$ cat config.mk
export PLATFORM = sky130hd
export DESIGN_NAME = mult_sequencer
export DESIGN_NICKNAME = d
export VERILOG_FILES = /design/src/rtl/mult_sequencer.sv
export SDC_FILE = /design/constraint.sdc
export NUM_CORES = 1
export LEC_CHECK = 0
export BUFFER_PORTS_ARGS = -buffer_cell sky130_fd_sc_hd__buf_2
export CORE_MARGIN = 4
export CORE_UTILIZATION = 55
export CTS_CLUSTER_DIAMETER = 120
export DETAILED_ROUTE_END_ITERATION = 6
export GPL_TIMING_DRIVEN = 0
export PLACE_DENSITY_LB_ADDON = 0.3
export SKIP_LAST_GASP = 1
export SLEW_MARGIN = 20
export SYNTH_ARGS = -nofsm -noshare
export SYNTH_HDL_FRONTEND = slang
export SYNTH_SLANG_ARGS = --single-unit
$ cat constraint.sdc
create_clock -name clk -period 2 [get_ports clk]
set_clock_uncertainty 0.1 [all_clocks]
set_input_delay 0.1 -clock clk [delete_from_list [all_inputs] [get_ports clk]]
set_output_delay 0.1 -clock clk [all_outputs]
set_load 0.05 [all_outputs]
$ cat src/rtl/mult_sequencer.sv
// Shift-add multiplier sequencer: computes a*b on its own datapath, then writes the
// product into the downstream 8-bit accumulator (low byte, then high byte) and
// derives product flags from the accumulator's N/Z.
module mult_sequencer #(
    parameter int unsigned WIDTH = 8
) (
    input  logic                 clk,
    input  logic                 rst_n,
    input  logic                 start,
    input  logic [WIDTH-1:0]     a,
    input  logic [WIDTH-1:0]     b,
    output logic                 busy,
    output logic                 done,
    output logic [2*WIDTH-1:0]   product,
    output logic                 prod_zero,
    output logic                 prod_msb,
    output logic                 acc_e0,
    output logic                 acc_e1,
    output logic                 acc_nw,
    output logic [WIDTH-1:0]     acc_data,
    input  logic                 acc_n,
    input  logic                 acc_z
);

    localparam int unsigned CNT_W = 4;
    localparam int unsigned PW    = 2 * WIDTH;

    typedef enum logic [2:0] {
        S_IDLE,
        S_TEST,
        S_ADD,
        S_SHIFT,
        S_WR_LO,
        S_WR_HI,
        S_DONE
    } state_t;

    state_t             state, state_nxt;
    logic [WIDTH-1:0]   m, m_nxt;
    logic [WIDTH-1:0]   q, q_nxt;
    logic [WIDTH-1:0]   p, p_nxt;
    logic               c, c_nxt;
    logic [CNT_W-1:0]   cnt, cnt_nxt;
    logic               lo_z, lo_z_nxt;
    logic [PW-1:0]      product_nxt;
    logic               prod_zero_nxt, prod_msb_nxt;

    // Output register inputs, decoded from the next state so outputs track the state
    logic               busy_nxt, done_nxt, wr_nxt;
    logic [WIDTH-1:0]   acc_data_nxt;

    // State and datapath registers
    always_ff @(posedge clk or negedge rst_n) begin
        if (!rst_n) begin
            state     <= S_IDLE;
            m         <= '0;
            q         <= '0;
            p         <= '0;
            c         <= 1'b0;
            cnt       <= '0;
            lo_z      <= 1'b0;
            product   <= '0;
            prod_zero <= 1'b0;
            prod_msb  <= 1'b0;
        end else begin
            state     <= state_nxt;
            m         <= m_nxt;
            q         <= q_nxt;
            p         <= p_nxt;
            c         <= c_nxt;
            cnt       <= cnt_nxt;
            lo_z      <= lo_z_nxt;
            product   <= product_nxt;
            prod_zero <= prod_zero_nxt;
            prod_msb  <= prod_msb_nxt;
        end
    end

    // Next-state and datapath transfer logic
    always_comb begin
        state_nxt     = state;
        m_nxt         = m;
        q_nxt         = q;
        p_nxt         = p;
        c_nxt         = c;
        cnt_nxt       = cnt;
        lo_z_nxt      = lo_z;
        product_nxt   = product;
        prod_zero_nxt = prod_zero;
        prod_msb_nxt  = prod_msb;

        case (state)
            S_IDLE: begin
                if (start) begin
                    m_nxt     = a;
                    q_nxt     = b;
                    p_nxt     = '0;
                    c_nxt     = 1'b0;
                    cnt_nxt   = CNT_W'(WIDTH);
                    state_nxt = S_TEST;
                end
            end
            S_TEST: begin
                state_nxt = q[0] ? S_ADD : S_SHIFT;
            end
            S_ADD: begin
                {c_nxt, p_nxt} = {1'b0, p} + {1'b0, m};
                state_nxt      = S_SHIFT;
            end
            S_SHIFT: begin
                // {c,P,Q} shifted right by one; carry falls into P's msb
                c_nxt     = 1'b0;
                p_nxt     = {c, p[WIDTH-1:1]};
                q_nxt     = {p[0], q[WIDTH-1:1]};
                cnt_nxt   = cnt - CNT_W'(1);
                state_nxt = (cnt == CNT_W'(1)) ? S_WR_LO : S_TEST;
            end
            S_WR_LO: begin
                state_nxt = S_WR_HI;
            end
            S_WR_HI: begin
                // accumulator already holds the low byte here
                lo_z_nxt    = acc_z;
                product_nxt = {p, q};
                state_nxt   = S_DONE;
            end
            S_DONE: begin
                // accumulator now holds the high byte
                prod_zero_nxt = lo_z & acc_z;
                prod_msb_nxt  = acc_n;
                state_nxt     = S_IDLE;
            end
            default: begin
                state_nxt = S_IDLE;
            end
        endcase

        busy_nxt     = (state_nxt != S_IDLE);
        done_nxt     = (state_nxt == S_DONE);
        wr_nxt       = (state_nxt == S_WR_LO) || (state_nxt == S_WR_HI);
        acc_data_nxt = '0;
        if (state_nxt == S_WR_LO) begin
            acc_data_nxt = q_nxt;
        end else if (state_nxt == S_WR_HI) begin
            acc_data_nxt = p_nxt;
        end
    end

    // Moore control outputs, registered
    always_ff @(posedge clk or negedge rst_n) begin
        if (!rst_n) begin
            busy     <= 1'b0;
            done     <= 1'b0;
            acc_e0   <= 1'b0;
            acc_e1   <= 1'b0;
            acc_nw   <= 1'b1;
            acc_data <= '0;
        end else begin
            busy     <= busy_nxt;
            done     <= done_nxt;
            acc_e0   <= wr_nxt;
            acc_e1   <= wr_nxt;
            acc_nw   <= ~wr_nxt;
            acc_data <= acc_data_nxt;
        end
    end

endmodule
==> results_dict.tcl, run 1 <==
set metrics [dict create \
    fillers 317 \
    synthCells 247 \
    clockBufferDepth 2 \
    synth.distinct_cells 42 \
    dp.cells 365 \
    synth_top_family_by_area "compound AO/OA/AOI/OAI gates" \
    dieWidth_um 80.10 \
    synth_compound_area_frac 0.1466 \
    p_comb_frac 0.459 \
    power.leakage_nw 1.885 \
    core.rowCount 25 \
    fmax_mhz 498.6 \
    synth-simple-area-share 0.09847 \
    die_y_um 80.10 \
    reg2reg_slack_ps -6 \
    peakVddDrop_mv 0.8180 \
    drcViolationCount 0 \
    globalplace.congestion 0.8570 \
    coreArea_um2 4880 \
    worstPathCellList "ha_2 -> inv_1 -> fa_1 -> nor2b_4 -> o31ai_4 -> nand2b_1 -> a211oi_1 -> o31ai_1" \
    drt-pass1-iter-count 5 \
    r2r_end "p[6]$_DFF_PN0_" \
    switchingPower_w 0.002521 \
    fin_crit_ps 2006 \
    startpoint "p[0]$_DFF_PN0_" \
    period_share 1.003 \
    power.internal_w 0.003446 \
    crit_fanout 3 \
    place_area_um2 3201 \
    syn_nets 279 \
    synth_area_um2 2859 \
    max_cap_viol_count 0 \
    fin_setup_tns_ps -5.562 \
    rsz0062_at_grt "true" \
    grt_antenna_before_repair 0 \
    cp_data_required_time_ps 2130 \
    synthAdderAreaFrac 0.05077 \
    cp-end-kind "register" \
    viasPerCell 5.634 \
    cts_sinks 63 \
    min_path_type "in -> reg" \
    port_buffers 51 \
    initial_utilization 0.5859 \
    synth_top_cell_area_share 0.5427 \
    areaGrowthSynthToFinish_pct 29.93 \
    fin_ws_ps -5.562 \
    seqPwrFrac 0.341 \
    vias 2293 \
    p_sw_frac 0.4226 \
    muxShareOfSynthArea 0.1050 \
    dpl.hpwl_mm 4.220 \
    io_pins 52 \
    synth_seq_area_share 0.5519 \
    ctsRootBufferMaster "clkbuf_8" \
    slowest_delay_ps 430 \
    clkTransAtPathRegs_ps 70 \
    grt_pass1_vias 2340 \
    setup_viol 1 \
    crit_arrival_ps 2140 \
    synth_xor_area_frac 0.006127 \
    cp-start-kind "register" \
    synth_area_per_cell_um2 11.57 \
    drt_first_iter_violations 215 \
    power.density_nw_per_um2 1606 \
    fin_nets 367 \
    critPathCapture "p[6]$_DFF_PN0_" \
    grt_pass1_wl_mm 11.24 \
    pwr-share-clk 0.200 \
    layout.cells.non_filler 407 \
    grt_start_max_net_pins 64 \
    insertion_delay_ps 340 \
    worst_slew_pin_slew_ps 777.4 \
    grt_overflow_total 0 \
    r2r_start "p[0]$_DFF_PN0_" \
    status "complete, but fails checks" \
    hold_viol_final 0 \
    violations "negative setup slack" \
    drive_gt1_frac 0.3559 \
    synth_area_leaders "dfrtp_1, mux2_2, ha_1" \
    finalWirelength_mm 6.980 \
    routedWlPerCell_um 17.15 \
    cts_tree "built" \
    cts_buffers 9 \
    final_area_um2 3715 \
    slew_headroom 0.4817 \
    cpMaxStageDelayCell "fa_1" \
    netlist.top_cell.by_area "dfrtp_1" \
    ff2ff_path_depth 8 \
    maxSlewViolCount 0 \
    synth_warnings 0 \
    antenna_left 0 \
    dieArea_um2 6416 \
    synth-seq-cells 63 \
    track_usage 0.2351 \
    htreeDepth 3 \
    worstSetupPathType "reg -> reg" \
    antenna_cells 0 \
]
-- state kept, by name, indices dropped and copies added (netlist names), 3 cells and up --
name      cells
q             8
acc_data      8
product      16
cnt           4
state         3
p             8
m             8
-- metal layers --
layer,vias up,global-route usage,share of wire
met4,0,0.1267,0.027
li1,1063,-,-
met2,81,0.3767,0.50
met5,-,0,0
met3,18,0.03700,0.052
met1,1131,0.3059,0.42
-- worst max-delay path: cells and delay by family, from the launching register on --
| family | cells | cell delay, ps |
|---|---|---|
| and+or+nand+nor | 2 | 270 |
| AOI/OAI and AO/OA | 3 | 420 |
| DFF | 1 | 390 |
| adders and majority gates | 2 | 660 |
| buffers and inverters | 1 | 60 |
-- synthesized netlist by cell type, drive strengths merged --
library cell / number
a22o: 1
a221o: 1
o31ai: 2
or3b: 1
nor2b: 4
o21ai: 23
fa: 1
nor2: 11
a211oi: 2
mux2: 24
o22ai: 1
a222oi: 8
a21oi: 10
nand3: 2
mux2i: 3
dfstp: 1
ha: 10
a22oi: 3
clkbuf: 1
buf: 8
nor4b: 1
inv: 16
dfrtp: 62
or3: 1
o21a: 2
nand2b: 4
o211a: 1
o211ai: 2
nand2: 26
a31o: 1
a21o: 2
xor2: 2
nor3: 3
nor3b: 2
o21bai: 2
and2b: 1
o2bb2ai: 2
-- how the worst min path moves through the flow --
stage,startpoint,endpoint,slack [ps],cells after the start
after floorplan,rst_n,acc_data[0]$_DFF_PN0_,-300,0
after global placement,a[1],m[1]$_DFFE_PN0P_,200,3
after detailed placement,rst_n,product[12]$_DFFE_PN0N_,130,1
after CTS,start,busy$_DFF_PN0_,50,3
after global routing,start,busy$_DFF_PN0_,70,3
final,start,busy$_DFF_PN0_,60,3
-- area by class of cell --
class                      instances  area (um^2)  area share
sequential                        63         1579      0.4251
multi-input combinational        159         1220      0.3284
timing repair buffer              77        500.5      0.1347
clock buffer                       9        123.9     0.03334
clock inverter                     7        87.58     0.02358
tap                               67        83.83     0.02257
buffer                             9        60.06     0.01617
inverter                          16        60.06     0.01617
-- stage by stage --
stage | utilization | power [W] | hold WS [ps] | setup WS [ps]
floorplan | - | 0.003882 | -295.6 | 216.1
global placement | 0.6554 | 0.004404 | 203.3 | -8.821
detailed placement | 0.6559 | 0.004507 | 131.9 | -108.7
finish | 0.7613 | 0.005967 | 60.47 | -5.562
global route | 0.7613 | 0.006346 | 66.17 | -79.29
CTS | 0.7397 | 0.005752 | 49.18 | -11.96
-- cells by family after synthesis --
group,Yosys count
mux,27
buf+inv,25
xor+xnor,2
simple gates,56
fa+ha+maj,11
flops,63
compound gates,63
-- cell usage in the layout, fill, tap and decap left out, drive strengths merged, types with 3 or more instances in the layout --
cell	count
a21oi	10
a222oi	8
a22oi	3
buf	65
clkbuf	11
clkinv	4
dfrtp	62
dlygate4sd3	19
ha	10
inv	16
mux2	24
mux2i	3
nand2	26
nand2b	4
nor2	11
nor2b	4
nor3	3
o21ai	23
-- power groups by stage --
stage / Sequential, W / Combinational (W) / Clock, W
global route: 0.00209 / 0.00298 / 0.00127
floorplan: 0.00248 / 0.00140 / 0
detailed placement: 0.00203 / 0.00248 / 0
CTS: 0.00201 / 0.00255 / 0.00120
finish: 0.00204 / 0.00274 / 0.00119
global placement: 0.00201 / 0.00240 / 0
-- what timing repair did --
action                                 CTS  global route
endpoints found under the hold margin   81             0
buffers inserted                         0             7
pin swaps                                0             6
setup endpoints to repair                3            27
gates resized for setup                  2            12
hold buffers                            19             0
(Power assumes the default switching activity.)
==> run 2: changes to the inputs <==
- CORE_UTILIZATION: 55 -> 45
- HOLD_SLACK_MARGIN: default -> 0.15
- SETUP_SLACK_MARGIN: default -> 0.02
==> run 2 against run 1 <==
  * The run now ends clean
  * Global-route usage decreased by 5.5 points
  * Flip-flop and latch count did not move
  * Power fell by 2.3%
  * Critical path depth shrank 2
  * Via count fell by 4.5%
  * Setup slack better by 80 ps
  * Non-clock buffer count is 1 lower
==> results_dict.tcl, run 2 (same netlist as run 1, synthesis figures left out) <==
set metrics [dict create \
    grt_antenna_before_repair 0 \
    fmax_mhz 519.3 \
    fin_crit_ps 1926 \
    r2r_end "p[7]$_DFF_PN0_" \
    grt_pass1_wl_mm 10.57 \
    coreArea_um2 6026 \
    dp.cells 373 \
    viasPerCell 5.287 \
    cp_data_required_time_ps 2120 \
    fin_nets 366 \
    areaGrowthSynthToFinish_pct 29.85 \
    power.density_nw_per_um2 1571 \
    io_pins 52 \
    cp-start-kind "register" \
    clkTransAtPathRegs_ps 70 \
    core.rowCount 28 \
    grt_pass1_vias 2222 \
    globalplace.congestion 0.7989 \
    rsz0062_at_grt "true" \
    port_buffers 51 \
    die_y_um 87.71 \
    grt_overflow_total 0 \
    critPathCapture "p[7]$_DFF_PN0_" \
    whs_ps 266.7 \
    drcViolationCount 0 \
    min_path_type "in -> async" \
    initial_utilization 0.4745 \
    worstSetupPathType "reg -> reg" \
    cp-end-kind "register" \
    crit_arrival_ps 2050 \
    fillers 504 \
    track_usage 0.1798 \
    layout_common_cells "dfrtp_1, buf_2, nand2_1, mux2_2, dlygate4sd3_1" \
    period_share 0.9629 \
    cts_sinks 63 \
    drt_first_iter_violations 134 \
    setup_viol 0 \
    cts_buffers 9 \
    slew_headroom 0.4944 \
    grt_start_max_net_pins 64 \
    hold_viol_final 0 \
    dieWidth_um 87.71 \
    power.leakage_nw 1.872 \
    largest_reg_flops 16 \
    maxSlewViolCount 0 \
    routedWlPerCell_um 15.05 \
    crit_fanout 5 \
    htreeDepth 3 \
    ctsRootBufferMaster "clkbuf_8" \
    startpoint "p[2]$_DFF_PN0_" \
    insertion_delay_ps 340 \
    max_cap_viol_count 0 \
    dpl.hpwl_mm 4.238 \
    cts_tree "built" \
    drive_gt1_frac 0.3481 \
    drt-pass1-iter-count 5 \
    peakVddDrop_mv 0.8495 \
    layout_commonest_cell "dfrtp_1" \
    clockBufferDepth 2 \
    finalWirelength_mm 6.230 \
    worst_slew_pin_slew_ps 758.4 \
    antenna_left 0 \
    antenna_cells 0 \
    top_register "product" \
    r2r_start "p[2]$_DFF_PN0_" \
    status "complete, no violations" \
    ff2ff_path_depth 6 \
    dieArea_um2 7692 \
    layout.cells.non_filler 414 \
    vias 2189 \
    reg2reg_slack_ps 70 \
]
run 2: changes by cell type in the layout (fill, tap and decap cells not counted), moves of 2 or more:
cell      before  now
buf_4         11    9
clkinv_2       4    0
clkbuf_8       9   11
inv_6          0    2
run 2: power breakdown:
part	leakage, nW	switching [W]	internal, W
combinational	0.956	0.00161	0.00101
clock	0.107	0.000525	0.000654
sequential	0.809	0.000321	0.00171
run 2: metal layers:
layer / vias up / part of all wire / track usage
met5: - / 0 / 0
met4: 0 / 0.010 / 0.05021
met3: 7 / 0.065 / 0.05833
met2: 74 / 0.46 / 0.2870
met1: 1046 / 0.47 / 0.2360
li1: 1062 / - / -
run 2: worst min path at each step:
stage,startpoint,to,slack (ps)
3_5_place_dp,rst_n,done$_DFF_PN0_,140
5_1_grt,rst_n,done$_DFF_PN0_,330
3_3_place_gp,a[1],m[1]$_DFFE_PN0P_,210
2_1_floorplan,rst_n,acc_data[0]$_DFF_PN0_,-300
4_1_cts,rst_n,product[8]$_DFFE_PN0N_,300
6_report,rst_n,done$_DFF_PN0_,270
run 2: timing repair:
action / in CTS / in global routing
hold buffers: 20 / 0
gates resized for setup: 4 / 7
endpoints found under the hold margin: 91 / 0
setup buffers: 0 / 5
endpoints found under the setup margin: 4 / 16
pin swaps: 0 / 4
run 2: area by class of cell:
type                    count  area [um^2]  area share
flip-flops and latches     63         1579      0.4253
multi-input cells         159         1211      0.3263
repair buffers             76        495.5      0.1335
clock buffers              11        151.4     0.04078
well taps                  75        93.84     0.02528
clock inverters             5        63.81     0.01719
inverters                  16        60.06     0.01618
plain buffers               9        57.56     0.01550
run 2: stage by stage:
step / cell area, um^2 / utilization / setup TNS (ps) / setup slack [ps] / total power (W)
global placement: 3208 / 0.5324 / -47.69 / -47.69 / 0.004431
finish: 3712 / 0.6161 / 0 / 74.22 / 0.005831
floorplan: 2859 / - / 0 / 216.1 / 0.003882
detailed placement: 3211 / 0.5328 / -43.88 / -43.88 / 0.004484
global route: 3712 / 0.6161 / -27.45 / -27.45 / 0.006269
CTS: 3641 / 0.6042 / 0 / 1.449 / 0.005743
run 2: critical path, cell delays in order, from the launching register on:
cell      delay, ps
dfrtp_1         440
ha_1            280
a211oi_2        300
o21ai_1         110
o211ai_1        130
mux2i_1         120
a221o_1         320
